==> src/rtl/alu_issue.sv <==
// MIPS execute-stage front end: decodes an instruction bundle into ALU control and
// operands (S1), then captures the ALU result and branch outcome for writeback (S2).
module alu_issue #(
  parameter int unsigned DATA_W = 32,
  parameter int unsigned CNT_W  = 16
) (
  input  logic              clk,
  input  logic              reset,
  input  logic              flush,
  input  logic              in_valid,
  output logic              in_ready,
  input  logic [31:0]       in_instr,
  input  logic [DATA_W-1:0] in_rs_data,
  input  logic [DATA_W-1:0] in_rt_data,
  output logic [DATA_W-1:0] alu_data1,
  output logic [DATA_W-1:0] alu_data2,
  output logic [3:0]        alu_ctrl,
  input  logic [DATA_W-1:0] alu_result,
  input  logic              alu_zero,
  output logic              out_valid,
  input  logic              out_ready,
  output logic [DATA_W-1:0] out_result,
  output logic [4:0]        out_rd,
  output logic              out_we,
  output logic              out_taken,
  output logic [CNT_W-1:0]  retired
);

  localparam logic [3:0] CtrlAnd = 4'b0000;
  localparam logic [3:0] CtrlOr  = 4'b0001;
  localparam logic [3:0] CtrlAdd = 4'b0010;
  localparam logic [3:0] CtrlSub = 4'b0110;
  localparam logic [3:0] CtrlSlt = 4'b0111;
  localparam logic [3:0] CtrlXor = 4'b1100;
  localparam logic [3:0] CtrlNop = 4'b1111;

  typedef enum logic [1:0] {BrNone, BrEq, BrNe} br_e;

  logic        s1_valid;
  logic [4:0]  s1_rd;
  logic        s1_we;
  br_e         s1_br;
  logic        s2_valid;

  logic        s2_adv;
  logic        s1_adv;
  logic        s1_fire;
  logic        accept;

  logic [5:0]        op;
  logic [5:0]        funct;
  logic [3:0]        dec_ctrl;
  logic [DATA_W-1:0] dec_data2;
  logic [4:0]        dec_rd;
  logic              dec_we;
  br_e               dec_br;

  assign op    = in_instr[31:26];
  assign funct = in_instr[5:0];

  assign s2_adv   = !s2_valid || out_ready;
  assign s1_adv   = s1_valid && s2_adv;
  // A flushed S1 entry must never reach S2.
  assign s1_fire  = s1_adv && !flush;
  assign in_ready = !flush && (!s1_valid || s2_adv);
  assign accept   = in_valid && in_ready;
  assign out_valid = s2_valid;

  // Decode opcode/funct into ALU control, operand B select, destination and branch type.
  always_comb begin
    dec_ctrl  = CtrlNop;
    dec_data2 = in_rt_data;
    dec_rd    = in_instr[20:16];
    dec_we    = 1'b0;
    dec_br    = BrNone;
    unique case (op)
      6'b000000: begin
        dec_rd = in_instr[15:11];
        dec_we = 1'b1;
        case (funct)
          6'b100000, 6'b100001: dec_ctrl = CtrlAdd;
          6'b100010, 6'b100011: dec_ctrl = CtrlSub;
          6'b100100:            dec_ctrl = CtrlAnd;
          6'b100101:            dec_ctrl = CtrlOr;
          6'b100110:            dec_ctrl = CtrlXor;
          6'b101010:            dec_ctrl = CtrlSlt;
          default:              dec_we   = 1'b0;
        endcase
      end
      6'b001000, 6'b001001, 6'b001010: begin
        dec_ctrl  = (op == 6'b001010) ? CtrlSlt : CtrlAdd;
        dec_data2 = {{(DATA_W-16){in_instr[15]}}, in_instr[15:0]};
        dec_we    = 1'b1;
      end
      6'b001100, 6'b001101, 6'b001110: begin
        dec_ctrl  = (op == 6'b001100) ? CtrlAnd : (op == 6'b001101) ? CtrlOr : CtrlXor;
        dec_data2 = {{(DATA_W-16){1'b0}}, in_instr[15:0]};
        dec_we    = 1'b1;
      end
      6'b000100, 6'b000101: begin
        dec_ctrl = CtrlSub;
        dec_br   = (op == 6'b000100) ? BrEq : BrNe;
      end
      default: ;
    endcase
    // Writes to $zero are discarded.
    if (dec_rd == 5'd0) dec_we = 1'b0;
  end

  // S1: operand/control register feeding the ALU.
  always_ff @(posedge clk) begin
    if (reset) begin
      s1_valid  <= 1'b0;
      alu_data1 <= '0;
      alu_data2 <= '0;
      alu_ctrl  <= CtrlNop;
      s1_rd     <= '0;
      s1_we     <= 1'b0;
      s1_br     <= BrNone;
    end else if (flush) begin
      s1_valid <= 1'b0;
      alu_ctrl <= CtrlNop;
    end else if (accept) begin
      s1_valid  <= 1'b1;
      alu_data1 <= in_rs_data;
      alu_data2 <= dec_data2;
      alu_ctrl  <= dec_ctrl;
      s1_rd     <= dec_rd;
      s1_we     <= dec_we;
      s1_br     <= dec_br;
    end else if (s1_adv) begin
      s1_valid <= 1'b0;
      alu_ctrl <= CtrlNop;
    end
  end

  // S2: result register handed to writeback, plus the retirement counter.
  always_ff @(posedge clk) begin
    if (reset) begin
      s2_valid   <= 1'b0;
      out_result <= '0;
      out_rd     <= '0;
      out_we     <= 1'b0;
      out_taken  <= 1'b0;
      retired    <= '0;
    end else begin
      if (s1_fire) begin
        s2_valid   <= 1'b1;
        out_result <= alu_result;
        out_rd     <= s1_rd;
        out_we     <= s1_we;
        out_taken  <= (s1_br == BrEq) ? alu_zero : (s1_br == BrNe) ? !alu_zero : 1'b0;
      end else if (out_ready) begin
        s2_valid <= 1'b0;
      end
      if (s2_valid && out_ready) retired <= retired + {{(CNT_W-1){1'b0}}, 1'b1};
    end
  end

endmodule
==> config.mk <==
export PLATFORM = sky130hd
export DESIGN_NAME = alu_issue
export DESIGN_NICKNAME = d
export VERILOG_FILES = /design/src/rtl/alu_issue.sv
export SDC_FILE = /design/constraint.sdc
export NUM_CORES = 1
export LEC_CHECK = 0
export ABC_AREA = 1
export BUFFER_PORTS_ARGS = -buffer_cell sky130_fd_sc_hd__buf_2
export CAP_MARGIN = 20
export CORE_MARGIN = 5
export CORE_UTILIZATION = 47
export CTS_CLUSTER_DIAMETER = 40
export DETAILED_ROUTE_END_ITERATION = 6
export GPL_ROUTABILITY_DRIVEN = 0
export PLACE_DENSITY_LB_ADDON = 0.15
export SLEW_MARGIN = 10
export SYNTH_ARGS = -nofsm -noshare
export SYNTH_HDL_FRONTEND = slang
export SYNTH_SLANG_ARGS = --single-unit
==> constraint.sdc <==
create_clock -name clk -period 1.7 [get_ports clk]
set_clock_uncertainty 0.05 [all_clocks]
set_input_delay 0.085 -clock clk [delete_from_list [all_inputs] [get_ports clk]]
set_output_delay 0.085 -clock clk [all_outputs]
set_load 0.1 [all_outputs]
# Word level (Yosys, flattened, before mapping)
# Cells that the tools add are included.
[totals]
input_bits = 134
elab_cells = 77
register_bits = 133
out_inout_bits = 125
[op_classes]
muxes = 20
n_bitwise = 1
reduce_logical = 24
n_addsub = 1
eq_ne = 18
[ops]
columns = ["operator", "n"]
rows = [
  ["32-bit one-hot mux with 2 select lines", 1],
  ["6-bit equality test (second input constant)", 8],
  ["6-bit by 4-bit equality test with 1-bit output (second input constant)", 6],
  ["4-bit one-hot mux with 6 select lines", 1],
  ["16-bit by 1-bit adder with 16-bit output (second input constant)", 1],
  ["4-bit two-way mux", 4],
  ["4-bit one-hot mux with 4 select lines", 1],
  ["6-bit by 3-bit equality test with 1-bit output (second input constant)", 2],
  ["1-bit two-way mux", 8],
  ["2-bit OR reduction", 4],
  ["8-bit OR reduction", 1],
  ["6-bit zero test", 1],
  ["3-bit OR reduction", 2],
  ["6-bit OR reduction", 1],
  ["1-bit logical AND", 5],
  ["5-bit zero test", 1],
  ["5-bit two-way mux", 1],
  ["1-bit zero test", 4],
  ["2-bit two-way mux", 2],
  ["2-bit nonzero test", 2],
  ["3-bit two-way mux", 1],
  ["2-bit by 1-bit equality test with 1-bit output (second input constant)", 1],
  ["2-bit equality test (second input constant)", 1],
  ["1-bit logical OR", 2],
  ["3 further kinds", 3],
]

# Depth between registers and ports, before layout
# Gate-level depths: netlist of run 1.
[depth]
ltp_word = 6
depth_mapped = 10

# Worst setup path after synthesis of run 1
# OpenSTA, ideal clock, no wires.
[synth_path]
path_kind = "register -> register"
start = "register retired[0]"
end = "register retired[14]"
arrival_time_ns = 2.116
path_stages_with_launch = 11
setup_ns = 0.117
n_path_buf = 0
required_time_ns = 1.533
setup_slack_ns = -0.583
cell_sequence = "dfxtp_1 ha_1 nand2_1 nor2_1 nand2_2 nor2_4 nand3_2 nor2_2 nand2_1 nand2_1 nor2_1"
[synth_via]
elab_chain_len = 1
[synth_rtl]
columns = ["element", "line_no", "text"]
rows = [
  ["start: declaration", "26", "output logic [CNT_W-1:0] retired"],
  ["start signal: assignment", "156", "if (s2_valid && out_ready) retired <= retired + {{(CNT_W-1){1'b0}}, 1'b1};"],
  ["16-bit by 1-bit adder with 16-bit output", "156", ""],
]
# No other way between the ends.
# A chain may end at the register's enable or synchronous reset.

# Worst setup path after layout of run 1
[layout_path]
start = "register s2_valid, in the netlist out_valid"
end = "output in_ready"
[layout_via]
elab_chain_len = 4
[layout_rtl]
columns = ["element", "line_no", "text"]
rows = [
  ["start: declaration", "43", "logic s2_valid;"],
  ["start signal: assignment", "140", "s2_valid <= 1'b0;"],
  ["start signal: assignment", "148", "s2_valid <= 1'b1;"],
  ["start signal: assignment", "154", "s2_valid <= 1'b0;"],
  ["1-bit zero test", "61", "assign s2_adv = !s2_valid || out_ready;"],
  ["1-bit logical OR", "61", ""],
  ["1-bit logical OR", "65", "assign in_ready = !flush && (!s1_valid || s2_adv);"],
  ["1-bit logical AND", "65", ""],
  ["end: declaration", "11", "output logic in_ready,"],
]
# No other way between the ends.

==> flow_metrics.tcl, run 1 <==
set metrics [dict create \
    portBuffers 253 \
    die_w_um 119.4 \
    fin_nets 1226 \
    yosysTopAreaCell "dfxtp_1" \
    drc_errors 0 \
    timing.rr.end "alu_ctrl[1]$_SDFFE_PP1P_" \
    start_util_pct 47.39 \
    finalMaxSlewViolations 0 \
    num_io_pins 259 \
    ys_seq_elements 133 \
    synthArstFlopShare_pct 0 \
    num-fill-cells 906 \
    holdPathEnd "alu_data2[2]$_SDFFE_PP0P_" \
    cts_tree "yes" \
    r2r_slack_ps 220 \
    min_from "in_rt_data[2]" \
    status "finished clean" \
    wirelength_mm 17.91 \
    slew_headroom_pct 65.51 \
    cts_root_buf "clkbuf_16" \
    hold_depth 5 \
    synth_fp_nets 874 \
    clock_sinks 133 \
    worst_slew_pin_slew_ps 521.0 \
    drv_cap 0 \
    rsz0062_at_grt "no" \
    avgSynthCellArea_um2 7.607 \
    overflow 0 \
    hp-class "input port to register" \
    final-seq-area_um2 2691 \
    yosys_warnings 0 \
    grt_pass1_wl_mm 29.19 \
    antennaDiodeCount 0 \
    p_leak_nw 4.485 \
    dieHeight_um 119.4 \
    finalWorstSetupSlack_ps 187.7 \
    finalSetupViolCount 0 \
    p_per_area_nw_per_um2 984.4 \
    timing.final.crit_share_pct 88.96 \
    routedWlPerCell_um 14.32 \
    postPlaceCellArea_um2 7019 \
    grt.total_usage_pct 25.06 \
    clkTransAtPathRegs_ps 60 \
    r2r-start "out_valid$_SDFFE_PP0P_" \
    multiInputGateArea_um2 2474 \
    numCtsBuffers 17 \
    synth.distinct_cells 39 \
    fmax_ghz 0.6613 \
    reg2reg_depth 7 \
    fin_area_um2 8733 \
    dr.pass1.iters 5 \
    clk_latency_ps 410 \
    crit_arrival_ps 1380 \
    cts_setup_buffers 0 \
    first_iter_violations 436 \
    synthFlopType "dfxtp_1" \
    placementRows 40 \
    dieArea_um2 14250 \
    synthCells 739 \
    grt_pass1_vias 5978 \
    cts_resized 0 \
    yosysSeqAreaShare_pct 47.36 \
    crit_type "register to output port" \
    critPathCaptureType "output port" \
    synth_edf_count 0 \
    via_per_inst 4.905 \
    dp_hpwl_mm 11.11 \
    coreArea_um2 11860 \
    synth_top_area_share_pct 47.36 \
    htreeDepth 4 \
    fin_util_pct 73.63 \
    vias 6136 \
    area_delta_synth_final_pct 55.35 \
    final.min_clock_period_ps 1512 \
    place_ws_ps 230.3 \
    finalHoldViolations 0 \
    grt_max_degree 42 \
    synthTopCellsByArea "dfxtp_1 47%, nand2_1 9.8%, nor2_1 6.7%, a21oi_1 5.3%, o21ai_0 4.4%" \
    ir_drop_mv 0.8395 \
    clk_path_buf_depth 2 \
    drive_gt1_share_pct 32.25 \
    worstPathRequired_ps 1560 \
    ant_nets 0 \
    antenna_found_initial 0 \
    syn_area_um2 5622 \
    crit_path_start_kind "register" \
    p_total_w 0.008597 \
    cp_max_fo 4 \
]
routing by layer:
metal | vias to the layer above | track usage [%] | share of wire, %
met4 | 0 | 12.96 | 4.0
met5 | - | 0 | 0
met3 | 55 | 7.123 | 6.9
met1 | 2750 | 28.93 | 40
li1 | 3107 | - | -
met2 | 224 | 42.18 | 49
worst max path at each step:
stage               slack, ps                    endpoint               startpoint
floorplan                  -2    retired[14]$_SDFFE_PP0P_  retired[1]$_SDFFE_PP0P_
detailed placement        230    alu_ctrl[1]$_SDFFE_PP1P_   out_valid$_SDFFE_PP0P_
global placement          230    alu_ctrl[1]$_SDFFE_PP1P_   out_valid$_SDFFE_PP0P_
CTS                       160                    in_ready   out_valid$_SDFFE_PP0P_
global route               50  out_result[4]$_SDFFE_PP0P_   out_valid$_SDFFE_PP0P_
finish                    190                    in_ready   out_valid$_SDFFE_PP0P_
state kept, by name, indices dropped and copies added, names as in the netlist:
name and flops:
alu_data1 32, alu_data2 32, out_result 32, retired 16, out_rd 5, s1_rd 5, alu_ctrl 4, s1_br 2
out_taken 1, out_valid 1, out_we 1, s1_valid 1, s1_we 1
critical path, cell delays in order, from the launching register on:
cell,delay (ps)
dfxtp_4,360
nand3_2,90
nand2_1,50
inv_1,40
buf_2,420
cell families (layout without fill, tap and decap cells):
group / Yosys count / after routing / synth area share, %
xor gates and xnor gates: 3 / 3 / 0.4675
buffers and inverters: 114 / 479 / 8.636
AOI/OAI and AO/OA: 164 / 164 / 16.78
DFF: 133 / 133 / 47.36
and+or+nand+nor: 324 / 324 / 26.53
adders and majority gates: 1 / 1 / 0.2225
Yosys cell counts (all sizes together), types with 2 or more instances:
library cell,count
a21oi,60
buf,29
clkbuf,15
dfxtp,133
inv,69
nand2,151
nand3,41
nand4,8
nor2,112
nor3,6
nor3b,2
o211ai,32
o21a,2
o21ai,66
or2,2
xor2,3
placed cells by master, fill, tap and decap left out, types with 4 or more instances in the layout:
cell type	synthesis	layout
a21oi_1	59	59
buf_12	0	4
buf_2	22	253
buf_4	6	8
clkbuf_16	0	18
clkbuf_8	0	5
clkinv_2	0	5
dfxtp_1	133	120
dfxtp_2	0	8
dfxtp_4	0	5
dlygate4sd3_1	0	112
inv_1	59	58
inv_2	10	10
nand2_1	147	147
nand3_1	28	28
nand3_2	12	12
nand4_1	7	7
nor2_1	101	101
nor2_2	6	6
nor3_1	6	6
o211ai_1	29	29
o21ai_0	49	49
o21ai_1	15	15
area by class of cell:
| type | count | area share (%) |
|---|---|---|
| Clock buffer | 25 | 6.032 |
| Clock inverter | 7 | 0.7593 |
| Sequential cell | 133 | 30.82 |
| Timing Repair Buffer | 377 | 28.94 |
| Inverter | 70 | 3.023 |
| Tap cell | 147 | 2.106 |
| Multi-Input combinational cell | 492 | 28.32 |
power by group:
part | internal, W | switching (W)
combinational | 0.000492 | 0.00122
sequential | 0.00323 | 0.0000597
clock | 0.00229 | 0.00131
repair_timing:
action | CTS | global route
hold endpoints to repair | 104 | 0
setup endpoints to repair | 0 | 0
hold buffers | 112 | 0
per-stage QoR:
step,TNS (ps),cells,hold WS [ps]
floorplan,-1.911,739,169.9
global placement,0,1107,255.8
detailed placement,0,1107,263.9
CTS,0,1251,1.517
global route,0,1251,26.11
finish,0,1251,13.56
(Power assumes the default switching activity.)
==> run 2: changes to the inputs <==
--- a/config.mk
+++ b/config.mk
@@ -6,12 +6,12 @@
 export NUM_CORES = 1
 export LEC_CHECK = 0
 export ABC_AREA = 1
-export BUFFER_PORTS_ARGS = -buffer_cell sky130_fd_sc_hd__buf_2
 export CAP_MARGIN = 20
 export CORE_MARGIN = 5
-export CORE_UTILIZATION = 47
+export CORE_UTILIZATION = 55
 export CTS_CLUSTER_DIAMETER = 40
 export DETAILED_ROUTE_END_ITERATION = 6
+export DONT_BUFFER_PORTS = 1
 export GPL_ROUTABILITY_DRIVEN = 0
 export PLACE_DENSITY_LB_ADDON = 0.15
 export SLEW_MARGIN = 10
==> constraint.sdc (replaced) <==
create_clock -name clk -period 1.4 [get_ports clk]
set_clock_uncertainty 0.05 [all_clocks]
set_input_delay 0.07 -clock clk [delete_from_list [all_inputs] [get_ports clk]]
set_output_delay 0.07 -clock clk [all_outputs]
set_load 0.1 [all_outputs]
==> run 2 against run 1 <==
  * The flow now finishes with violations (negative hold slack, negative setup slack)
  * Die area fell by 13%
  * Hold slack got worse by 260 ps
  * Sequential power rose by 22%
  * Highest routed layer unchanged
  * First-iteration DRC count rose by 76%
  * Via count rose by 11%
  * Largest cell class is now buffers
==> flow_metrics.tcl, run 2 (synthesized netlist as in run 1, its figures left out) <==
set metrics [dict create \
    reg_top3 "alu_data1 x32, alu_data2 x32, out_result x32" \
    met2_usage_pct 58.13 \
    cts_root_buf "clkbuf_8" \
    ir_drop_mv 0.9027 \
    dp_hpwl_mm 11.28 \
    cts_tree "yes" \
    power_switching_w 0.003428 \
    swShare_pct 31.37 \
    grt_util_met3_pct 10.15 \
    p_int_w 0.007498 \
    die_w_um 111.1 \
    worstPathRequired_ps 1760 \
    finalSetupViolCount 25 \
    worst-path-buf-inv 2 \
    final_common_cell "dlygate4sd3_1" \
    grt_pass1_wl_mm 32.55 \
    timing.final.crit_share_pct 107.5 \
    cp_max_fo 6 \
    grt.total_usage_pct 32.09 \
    fin_area_um2 9361 \
    fin_nets 1152 \
    combPwrFrac_pct 20.9 \
    htreeDepth 4 \
    antennaDiodeCount 0 \
    top_usage_layer "met2" \
    gr-usage-met1_pct 33.39 \
    grt_pass1_vias 6534 \
    p_leak_nw 4.381 \
    grt_max_degree 62 \
    area_delta_synth_final_pct 66.53 \
    path_cells "nand3_4, nand3_4, buf_6, a21oi_2, o21ai_1, o211ai_1, inv_1" \
    wirelength_mm 24.07 \
    cp_slowest_cell "dfxtp_4" \
    worst_slew_pin_slew_ps 332.2 \
    violations "negative hold slack, negative setup slack" \
    numCtsBuffers 17 \
    fmax_ghz 0.6644 \
    layout_common_cells "140 x dlygate4sd3_1, 137 x buf_4, 124 x nand2_1" \
    dr.pass1.iters 7 \
    dieHeight_um 111.1 \
    finalHoldViolations 13 \
    slowest_delay_ps 370 \
    hp-class "input port to register" \
    drv_cap 0 \
    clk_latency_ps 530 \
    final.min_clock_period_ps 1505 \
    status "finished, violations left" \
    vias 6833 \
    crit_type "register to register" \
    drive_gt1_share_pct 29.90 \
    crit_path_frequent_cell "nand3_4" \
    antenna_found_initial 0 \
    start_util_pct 55.45 \
    finalWorstSetupSlack_ps -105.1 \
    rsz0062_at_grt "yes" \
    postPlaceCellArea_um2 6749 \
    crit_arrival_ps 1870 \
    first_iter_violations 766 \
    critPathCaptureType "register" \
    p_per_area_nw_per_um2 1167 \
    clkTransAtPathRegs_ps 60 \
    portBuffers 0 \
    dieArea_um2 12340 \
    clock_sinks 133 \
    coreArea_um2 10140 \
    pwr-share-seq_pct 36.8 \
    finalMaxSlewViolations 0 \
    overflow 0 \
    drc_errors 0 \
    num_io_pins 259 \
    placementRows 37 \
    clk_path_buf_depth 2 \
    critical_path.top_delay_family "compound AO/OA/AOI/OAI gates" \
    routedWlPerCell_um 20.64 \
    crit_path_start_kind "register" \
    slew_headroom_pct 77.77 \
    via_per_inst 5.860 \
    pwr-share-clk_pct 42.3 \
    ant_nets 0 \
    hold_slack_ps -246.5 \
]
[run 2: changes by cell type in the layout (fill, tap and decap cells not counted), sizes merged]
cell / previous run / this run
clkinv: 7 / 2
dlygate4sd3: 112 / 140
buf: 265 / 155
clkbuf: 25 / 29
inv: 68 / 75
bufinv: 1 / 3
[run 2: per-stage QoR]
stage / util, % / TNS (ps) / setup WS, ps / cells / total power (W)
detailed placement: 66.57 / -277.5 / -36.63 / 971 / 0.005757
finish: 92.34 / -910.3 / -105.1 / 1166 / 0.01093
global route: 92.34 / -4029 / -162.6 / 1166 / 0.01117
floorplan: - / -5164 / -203.1 / 739 / 0.005466
CTS: 86.98 / -22.18 / -17.21 / 1145 / 0.01058
global placement: 66.57 / 0 / 4.754 / 971 / 0.005730
[run 2: power by group through the flow]
| stage | sequential [W] | clock [W] | combinational [W] |
|---|---|---|---|
| 5_1_grt | 0.00403 | 0.00478 | 0.00236 |
| 6_report | 0.00402 | 0.00462 | 0.00229 |
| 3_5_place_dp | 0.00408 | 0 | 0.00168 |
| 2_1_floorplan | 0.00501 | 0 | 0.000458 |
| 4_1_cts | 0.00400 | 0.00455 | 0.00203 |
| 3_3_place_gp | 0.00407 | 0 | 0.00166 |
[run 2: timing repair]
item,in CTS,in global routing
buffers inserted,1,11
pin swaps,2,11
cloned,0,10
hold buffers,141,2
endpoints found under the setup margin,28,110
hold endpoints to repair,133,19
resized for setup,6,72
[run 2: metal layers]
metal	part of all wire (%)	routed length, um
met5	0	0
met4	5.9	1409
met3	9.5	2287
met2	51	12160
met1	34	8208
[run 2: final cells by class]
type                    instances  area, um2
repair buffers                302       2908
multi-input cells             492       2694
flip-flops and latches        133       2701
well taps                     136      170.2
clock inverters                10      141.4
fillers                       382      777.0
inverters                      70      275.3
repair inverters                1      8.758
clock buffers                  22      462.9
[run 2: worst paths after layout]
path                                              endpoint  slack (ps)                       from  cells past startpoint
worst max-delay path            alu_data2[11]$_SDFFE_PP0P_        -110     out_valid$_SDFFE_PP0P_                      7
worst max register to register  alu_data2[11]$_SDFFE_PP0P_        -110     out_valid$_SDFFE_PP0P_                      7
worst min register to register   alu_data1[6]$_SDFFE_PP0P_         420  alu_data1[6]$_SDFFE_PP0P_                      2
worst min-delay path               retired[5]$_SDFFE_PP0P_        -250                  out_ready                      4
[run 2: worst min-delay path: cells and delay by family]
kind             cells  cell delay (ps)
AO/OA/AOI/OAI        1               60
AND/OR/NAND/NOR      3              160
